==> config.mk <==
export PLATFORM = sky130hd
export DESIGN_NAME = ctrl_sequencer_flat
export DESIGN_NICKNAME = d
export VERILOG_FILES = /design/src/rtl/ctrl_sequencer_if.sv /design/src/rtl/ctrl_sequencer.sv /design/src/flat_wrapper.sv
export SDC_FILE = /design/constraint.sdc
export NUM_CORES = 1
export LEC_CHECK = 0
export CORE_MARGIN = 2
export CORE_UTILIZATION = 27
export CTS_BUF_LIST = sky130_fd_sc_hd__clkbuf_4
export DETAILED_ROUTE_END_ITERATION = 10
export GPL_TIMING_DRIVEN = 0
export PLACE_DENSITY = 0.75
export SYNTH_ARGS = -nofsm -noshare
export SYNTH_HDL_FRONTEND = slang
export SYNTH_SLANG_ARGS = --single-unit
==> constraint.sdc <==
create_clock -name clock -period 2.6 [get_ports clock]
set_clock_uncertainty 0.05 [all_clocks]
set_input_delay 0.78 -clock clock [delete_from_list [all_inputs] [get_ports clock]]
set_output_delay 0.78 -clock clock [all_outputs]
set_load 0.1 [all_outputs]
==> src/rtl/ctrl_sequencer_if.sv <==
// Control-unit <-> datapath bundle: IR/handshake toward the sequencer,
// control strobes toward the datapath.
interface ctrl_sequencer_if #(
    parameter int RW = 4
);
    localparam int NR = 1 << RW;

    logic          run;
    logic [31:0]   IR;
    logic          mem_ready;

    logic [NR-1:0] Rin;
    logic [NR-1:0] Rout;
    logic          PCin, PCout, IncPC, MARin, MDRin, MDRout, IRin, Yin;
    logic          Zlowin, Zhighin, Zlowout, Zhighout, HIin, LOin;
    logic          Read;
    logic [3:0]    ALUop;
    logic          instr_done, halted, illegal;

    modport master (
        input  run, IR, mem_ready,
        output Rin, Rout, PCin, PCout, IncPC, MARin, MDRin, MDRout, IRin, Yin,
               Zlowin, Zhighin, Zlowout, Zhighout, HIin, LOin, Read, ALUop,
               instr_done, halted, illegal
    );

    modport slave (
        output run, IR, mem_ready,
        input  Rin, Rout, PCin, PCout, IncPC, MARin, MDRin, MDRout, IRin, Yin,
               Zlowin, Zhighin, Zlowout, Zhighout, HIin, LOin, Read, ALUop,
               instr_done, halted, illegal
    );
endinterface

==> src/rtl/ctrl_sequencer.sv <==
// Hardwired control sequencer: fetch (T0-T2) then execute (T3-T6) for
// register-register ALU, MUL/DIV, NEG/NOT and HALT instructions.
module ctrl_sequencer #(
    parameter int OPW = 5,
    parameter int RW  = 4
) (
    input  logic             clock,
    input  logic             clear,
    ctrl_sequencer_if.master bus
);
    localparam int NR    = 1 << RW;
    localparam int RA_HI = 31 - OPW;

    typedef enum logic [3:0] {IDLE, T0, T1, T2, T3, T4, T5, T6, HALT} state_t;

    state_t         r_state;

    logic [OPW-1:0] w_op;
    logic [RW-1:0]  w_ra, w_rb, w_rc;
    logic [NR-1:0]  w_ra_oh, w_rb_oh, w_rc_oh;
    logic [3:0]     w_aluop;
    logic           w_is_bin, w_is_muldiv, w_is_unary, w_is_halt;
    logic           w_unused;
    state_t         w_end_next;

    assign w_op     = bus.IR[31 -: OPW];
    assign w_ra     = bus.IR[RA_HI -: RW];
    assign w_rb     = bus.IR[RA_HI - RW -: RW];
    assign w_rc     = bus.IR[RA_HI - 2*RW -: RW];
    assign w_unused = ^bus.IR[RA_HI - 3*RW : 0];

    assign w_ra_oh  = NR'(1) << w_ra;
    assign w_rb_oh  = NR'(1) << w_rb;
    assign w_rc_oh  = NR'(1) << w_rc;
    assign w_aluop  = w_op[3:0];

    assign w_is_bin    = (w_op <= OPW'(8));
    assign w_is_muldiv = (w_op == OPW'(9))  || (w_op == OPW'(10));
    assign w_is_unary  = (w_op == OPW'(11)) || (w_op == OPW'(12));
    assign w_is_halt   = &w_op;

    assign w_end_next  = bus.run ? T0 : IDLE;

    always_ff @(posedge clock or negedge clear) begin
        if (!clear) begin
            r_state <= IDLE;
        end else begin
            case (r_state)
                IDLE: if (bus.run) r_state <= T0;
                T0:   r_state <= T1;
                T1:   if (bus.mem_ready) r_state <= T2;
                T2:   r_state <= T3;
                T3: begin
                    if (w_is_halt)                     r_state <= HALT;
                    else if (w_is_bin || w_is_muldiv)  r_state <= T4;
                    else if (w_is_unary)               r_state <= T5;
                    else                               r_state <= w_end_next;
                end
                T4:   r_state <= T5;
                T5:   r_state <= w_is_muldiv ? T6 : w_end_next;
                T6:   r_state <= w_end_next;
                HALT: r_state <= HALT;
                default: r_state <= IDLE;
            endcase
        end
    end

    // Strobes are decoded from r_state and the live IR rather than registered:
    // IR is only loaded on the T2->T3 edge, so T3 strobes cannot be precomputed.
    // The async clear forces IDLE, which decodes to all-zero outputs.
    always_comb begin
        bus.Rin        = '0;
        bus.Rout       = '0;
        bus.PCin       = 1'b0;
        bus.PCout      = 1'b0;
        bus.IncPC      = 1'b0;
        bus.MARin      = 1'b0;
        bus.MDRin      = 1'b0;
        bus.MDRout     = 1'b0;
        bus.IRin       = 1'b0;
        bus.Yin        = 1'b0;
        bus.Zlowin     = 1'b0;
        bus.Zhighin    = 1'b0;
        bus.Zlowout    = 1'b0;
        bus.Zhighout   = 1'b0;
        bus.HIin       = 1'b0;
        bus.LOin       = 1'b0;
        bus.Read       = 1'b0;
        bus.ALUop      = '0;
        bus.instr_done = 1'b0;
        bus.halted     = 1'b0;
        bus.illegal    = 1'b0;
        case (r_state)
            T0: begin
                bus.PCout  = 1'b1;
                bus.MARin  = 1'b1;
                bus.IncPC  = 1'b1;
                bus.Zlowin = 1'b1;
            end
            T1: begin
                bus.Zlowout = 1'b1;
                bus.PCin    = 1'b1;
                bus.Read    = 1'b1;
                bus.MDRin   = 1'b1;
            end
            T2: begin
                bus.MDRout = 1'b1;
                bus.IRin   = 1'b1;
            end
            T3: begin
                if (w_is_bin || w_is_muldiv) begin
                    bus.Rout = w_rb_oh;
                    bus.Yin  = 1'b1;
                end else if (w_is_unary) begin
                    bus.Rout   = w_rb_oh;
                    bus.ALUop  = w_aluop;
                    bus.Zlowin = 1'b1;
                end else if (w_is_halt) begin
                    bus.instr_done = 1'b1;
                end else begin
                    bus.instr_done = 1'b1;
                    bus.illegal    = 1'b1;
                end
            end
            T4: begin
                bus.Rout    = w_rc_oh;
                bus.ALUop   = w_aluop;
                bus.Zlowin  = 1'b1;
                bus.Zhighin = w_is_muldiv;
            end
            T5: begin
                bus.Zlowout = 1'b1;
                if (w_is_muldiv) begin
                    bus.LOin = 1'b1;
                end else begin
                    bus.Rin        = w_ra_oh;
                    bus.instr_done = 1'b1;
                end
            end
            T6: begin
                bus.Zhighout   = 1'b1;
                bus.HIin       = 1'b1;
                bus.instr_done = 1'b1;
            end
            HALT: bus.halted = 1'b1;
            default: ;
        endcase
    end
endmodule
==> src/flat_wrapper.sv <==
// flat-port wrapper written by rule: the top's interface ports become plain ports
module ctrl_sequencer_flat 
#(
    parameter int OPW = 5,
    parameter int RW  = 4
)
  (clock, clear, bus_run, bus_IR, bus_mem_ready, bus_Rin, bus_Rout, bus_PCin, bus_PCout, bus_IncPC, bus_MARin, bus_MDRin, bus_MDRout, bus_IRin, bus_Yin, bus_Zlowin, bus_Zhighin, bus_Zlowout, bus_Zhighout, bus_HIin, bus_LOin, bus_Read, bus_ALUop, bus_instr_done, bus_halted, bus_illegal);
  ctrl_sequencer_if #(.RW(RW)) bus_i ();
  input  logic clock;
  input  logic clear;
  input wire logic [$bits(bus_i.run)-1:0] bus_run;
  input wire logic [$bits(bus_i.IR)-1:0] bus_IR;
  input wire logic [$bits(bus_i.mem_ready)-1:0] bus_mem_ready;
  output wire logic [$bits(bus_i.Rin)-1:0] bus_Rin;
  output wire logic [$bits(bus_i.Rout)-1:0] bus_Rout;
  output wire logic [$bits(bus_i.PCin)-1:0] bus_PCin;
  output wire logic [$bits(bus_i.PCout)-1:0] bus_PCout;
  output wire logic [$bits(bus_i.IncPC)-1:0] bus_IncPC;
  output wire logic [$bits(bus_i.MARin)-1:0] bus_MARin;
  output wire logic [$bits(bus_i.MDRin)-1:0] bus_MDRin;
  output wire logic [$bits(bus_i.MDRout)-1:0] bus_MDRout;
  output wire logic [$bits(bus_i.IRin)-1:0] bus_IRin;
  output wire logic [$bits(bus_i.Yin)-1:0] bus_Yin;
  output wire logic [$bits(bus_i.Zlowin)-1:0] bus_Zlowin;
  output wire logic [$bits(bus_i.Zhighin)-1:0] bus_Zhighin;
  output wire logic [$bits(bus_i.Zlowout)-1:0] bus_Zlowout;
  output wire logic [$bits(bus_i.Zhighout)-1:0] bus_Zhighout;
  output wire logic [$bits(bus_i.HIin)-1:0] bus_HIin;
  output wire logic [$bits(bus_i.LOin)-1:0] bus_LOin;
  output wire logic [$bits(bus_i.Read)-1:0] bus_Read;
  output wire logic [$bits(bus_i.ALUop)-1:0] bus_ALUop;
  output wire logic [$bits(bus_i.instr_done)-1:0] bus_instr_done;
  output wire logic [$bits(bus_i.halted)-1:0] bus_halted;
  output wire logic [$bits(bus_i.illegal)-1:0] bus_illegal;
  assign bus_i.run = bus_run;
  assign bus_i.IR = bus_IR;
  assign bus_i.mem_ready = bus_mem_ready;
  assign bus_Rin = bus_i.Rin;
  assign bus_Rout = bus_i.Rout;
  assign bus_PCin = bus_i.PCin;
  assign bus_PCout = bus_i.PCout;
  assign bus_IncPC = bus_i.IncPC;
  assign bus_MARin = bus_i.MARin;
  assign bus_MDRin = bus_i.MDRin;
  assign bus_MDRout = bus_i.MDRout;
  assign bus_IRin = bus_i.IRin;
  assign bus_Yin = bus_i.Yin;
  assign bus_Zlowin = bus_i.Zlowin;
  assign bus_Zhighin = bus_i.Zhighin;
  assign bus_Zlowout = bus_i.Zlowout;
  assign bus_Zhighout = bus_i.Zhighout;
  assign bus_HIin = bus_i.HIin;
  assign bus_LOin = bus_i.LOin;
  assign bus_Read = bus_i.Read;
  assign bus_ALUop = bus_i.ALUop;
  assign bus_instr_done = bus_i.instr_done;
  assign bus_halted = bus_i.halted;
  assign bus_illegal = bus_i.illegal;
  ctrl_sequencer #(.OPW(OPW), .RW(RW)) u_core (.clock(clock), .clear(clear), .bus(bus_i));
endmodule
==> results of run 1 <==
==> stage by stage <==
stage	hold slack (ps)	cells	TNS, ps
3_5_place_dp	669	251	-80530
2_1_floorplan	434	135	-21310
3_3_place_gp	650	251	-78530
==> cell usage after synthesis, types with 2 or more instances <==
library cell | number | area, um2
nand3_1 | 5 | 25.0
nand3b_1 | 4 | 30.0
clkbuf_1 | 4 | 15.0
or2_2 | 2 | 12.5
buf_2 | 2 | 10.0
dfrtp_1 | 4 | 100
nand2b_1 | 10 | 62.6
nand2_1 | 5 | 18.8
o22ai_1 | 17 | 106
buf_4 | 6 | 45.0
nor3_1 | 12 | 60.1
nand4b_1 | 4 | 35.0
a21o_1 | 2 | 15.0
a21oi_1 | 4 | 20.0
inv_1 | 2 | 7.51
o21ai_0 | 4 | 20.0
a211oi_1 | 2 | 15.0
or3_1 | 2 | 12.5
nand4_1 | 2 | 12.5
nor2b_1 | 5 | 31.3
nor2_1 | 18 | 67.6
==> logic make-up after synthesis <==
family	share of synthesized area
compound gates	0.272
flops	0.112
xor+xnor	0.0197
buf+inv	0.104
simple gates	0.492
==> run_results.csv, run 1 <==
group,metric,value,unit
outcome,haltStage,"4_1_cts",
clocking,cts_setup_buffers,37,
synthesis,async_flop_share,1.00,
synthesis,synth_area,891,um2
synthesis,ys_ff_latch,4,
clocking,cts_resized,472,
die,io_pins,90,
outcome,error_line,"[ERROR DPL-0033] detailed placement checks failed during check placement.",
clocking,ctsHoldBuffers,0,
die,die_w,61.4,um
synthesis,synth_edf_count,0,
clocking,cts_sinks,4,
outcome,status,"stopped before the end",
placement,port_buffers,72,
synthesis,ys.flop_type,"dfrtp_1",
synthesis,synthDistinctLibCells,40,
placement,pre_cts_slack,-2030,ps
clocking,cts_max_level,1,
synthesis,synthCells,135,
die,rows,20,
clocking,root_buffer,"clkbuf_4",
die,die-height,61.4,um
clocking,numCtsBuffers,3,
clocking,clockBufferDepth,2,
synthesis,syn_nets,171,
synthesis,avgSynthCellArea,6.60,um2
die,initial_utilization,0.287,
synthesis,ys_warn_count,0,
placement,postPlaceCellArea,2310,um2
placement,dp_hpwl,3280,um
placement,gp_congestion,0.846,
synthesis,ys_seq_area_frac,0.112,
==> inputs of run 2 (changes only) <==
Settings changed: CORE_AREA set to 2 2 63 65, CORE_MARGIN 2 to not set, CORE_UTILIZATION 27 to not set, CTS_BUF_LIST sky130_fd_sc_hd__clkbuf_4 to not set, DIE_AREA set to 0 0 65 67, PLACE_DENSITY 0.75 to not set, PLACE_DENSITY_LB_ADDON set to 0.15.
Clock period 2.6 ns to 3.4 ns, I/O delays scaled along.
==> run 2 against run 1 <==
  * The flow now finishes without violations
  * Area after synthesis is the same
  * Synthesized cell count is the same
==> run_results.csv, run 2 <==
group,metric,value,unit
outcome,status,"finished clean",
setup_path,crit_fanout,8,
timing,hold_viol_final,0,
setup_path,cp.arrival,2330,ps
final_layout,reg.largest.list,"u_core.r_state x4",
synthesis,async_flop_share,1.00,
timing,fin_hold_ws,725,ps
routing,routed_via_density,5.31,
clocking,clkTransAtPathRegs,30,ps
final_layout,multiInputGateArea,1310,um2
setup_path,reg2reg_to,"u_core.r_state[0]$_DFFE_PN0P_",
die,io_pins,90,
clocking,cts_max_level,1,
routing,firstDrtPassIters,4,
timing,period_minus_slack,3400,ps
grt,grt_use_total,0.194,
routing,wl_per_cell,15.3,um
routing,routed_wl,4210,um
power,vdd_drop_max,0.943,mV
timing,slew_violations,0,
final_layout,layout.cells.most_common,"buf_4",
synthesis,ys_seq_area_frac,0.112,
setup_path,critPathLaunchType,"input pin",
final_layout,layout_common_cells,"buf_4, buf_6, o22ai_4, buf_12, nor2_4",
setup_path,worstSetupEndpoint,"bus_Rin[11]",
grt,antenna_found_initial,0,
clocking,insertion_delay,210,ps
setup_path,rr_worst_depth,5,
final_layout,fin_nets,266,
setup_path,r2r_start,"u_core.r_state[3]$_DFFE_PN0P_",
synthesis,yosysMostFrequentCell,"nor2_1",
routing,first_iter_violations,33,
synthesis,syn_nets,171,
grt,grt_pass1_vias,1468,
synthesis,synth_area,891,um2
placement,dp.cells,255,
die,dieArea,4360,um2
timing,period_share,0.999,
synthesis,ys_ff_latch,4,
placement,port_buffers,72,
timing,setup_viol,0,
synthesis,avgSynthCellArea,6.60,um2
grt,grt_max_degree,11,
timing,setup_tns,0,ps
final_layout,fillCellCount,260,
synthesis,synthDistinctLibCells,40,
synthesis,ys_warn_count,0,
synthesis,synthCells,135,
placement,gp_congestion,0.829,
die,rows,22,
placement,dp_hpwl,3020,um
final_layout,area_growth,197,%
timing,rsz0062_at_grt,"true",
synthesis,ys_top_cells_by_area,"o22ai_1, dfrtp_1, nor2_1",
routing,postRouteAntennaNets,0,
grt,grt_pass1_wl,6710,um
die,core-area,3610,um2
clocking,cts_sinks,4,
setup_path,reg2reg_slack,1670,ps
final_layout,layout-drive-gt1-share,0.715,
power,p_leak,0.969,nW
clocking,numCtsBuffers,3,
final_layout,stdcell_count,276,
die,die-height,67,um
setup_path,crit_start,"bus_IR[31]",
power,p_per_area,522,nW/um2
setup_path,worstSetupPathType,"in2out",
final_layout,layout.area.seq,100,um2
setup_path,end_kind,"output pin",
synthesis,synth_top_cell_area_share,0.119,
clocking,root_buffer,"clkbuf_8",
timing,worstMarginPinSlew,966,ps
timing,fmax,0.294,GHz
setup_path,cp.required,2330,ps
grt,grt_overflow,0,
timing,slew_headroom,0.359,
final_layout,antenna-diode-count,0,
worst_hold_path,hold_path_class,"reg2reg",
clocking,cts_tree,"yes",
synthesis,synth_edf_count,0,
die,initial_utilization,0.247,
die,die_w,65,um
synthesis,synth_commonest_cells,"nor2_1, o22ai_1, nor3_1",
synthesis,ys.flop_type,"dfrtp_1",
synthesis,synth_top_cell_by_area,"o22ai_1",
final_layout,regMostFlops,"u_core.r_state",
routing,dr_total_vias,1466,
final_layout,largest_reg_flops,4,
clocking,clockBufferDepth,2,
job,cap_violations,0,
routing,drc_errors,0,
==> run 2: worst min path at each step <==
stage	start	end	depth (start not counted)
6_report	u_core.r_state[3]$_DFFE_PN0P_	u_core.r_state[2]$_DFFE_PN0P_	3
5_1_grt	u_core.r_state[3]$_DFFE_PN0P_	u_core.r_state[2]$_DFFE_PN0P_	3
4_1_cts	u_core.r_state[3]$_DFFE_PN0P_	u_core.r_state[2]$_DFFE_PN0P_	3
3_5_place_dp	u_core.r_state[3]$_DFFE_PN0P_	u_core.r_state[2]$_DFFE_PN0P_	3
3_3_place_gp	u_core.r_state[3]$_DFFE_PN0P_	u_core.r_state[2]$_DFFE_PN0P_	3
2_1_floorplan	u_core.r_state[3]$_DFFE_PN0P_	u_core.r_state[2]$_DFFE_PN0P_	3
==> run 2: layout make-up <==
cell class / instances / share of cell area
Buffer: 14 / 0.0482
Clock buffer: 3 / 0.0156
Inverter: 2 / 0.00283
Multi-Input combinational cell: 115 / 0.494
Sequential cell: 4 / 0.0378
Tap cell: 48 / 0.0227
Timing Repair Buffer: 90 / 0.379
==> run 2: where the power goes <==
group	switching, mW	leakage, nW	internal [mW]
Sequential	0.0127	0.0516	0.0652
Combinational	0.883	0.896	0.325
Clock	0.0220	0.0216	0.0752
==> run 2: worst max-delay path: stages <==
cell      delay [ps]
buf_12           100
nand2b_4         130
or3_4            390
buf_8            150
nand4_1          160
buf_6            160
nor2_4            40
buf_12           170
==> run 2: layer usage <==
metal / routed length [um] / global-route usage / vias up / part of all wire
met5: 0 / 0 / - / 0
met4: 20 / 0.0479 / 0 / 0.0047
met3: 213 / 0.0186 / 2 / 0.051
met2: 2400 / 0.372 / 53 / 0.57
met1: 1580 / 0.228 / 719 / 0.37
li1: - / - / 692 / -
==> run 2: stage by stage <==
stage	power, mW	util	cell area (um2)	worst slack (ps)
finish	1.38	0.735	2650	1.71
floorplan	1.01	-	1420	-472
CTS	1.36	0.699	2520	-54.8
detailed placement	1.24	0.610	2200	-1680
global route	1.44	0.735	2650	-39.7
global placement	1.23	0.610	2200	-1670
==> run 2: timing repair <==
item,in CTS,in global routing
setup buffers,15,3
resized for setup,360,49
pin swaps,11,7
hold buffers,0,0
endpoints found under the hold margin,0,0
setup endpoints to repair,54,41
==> run 2: logic make-up after synthesis <==
logic type	share of synthesized area
simple gates	0.492
compound gates	0.272
buf+inv	0.104
flops	0.112
xor+xnor	0.0197
Note: power is estimated with default switching activity, not from simulation.
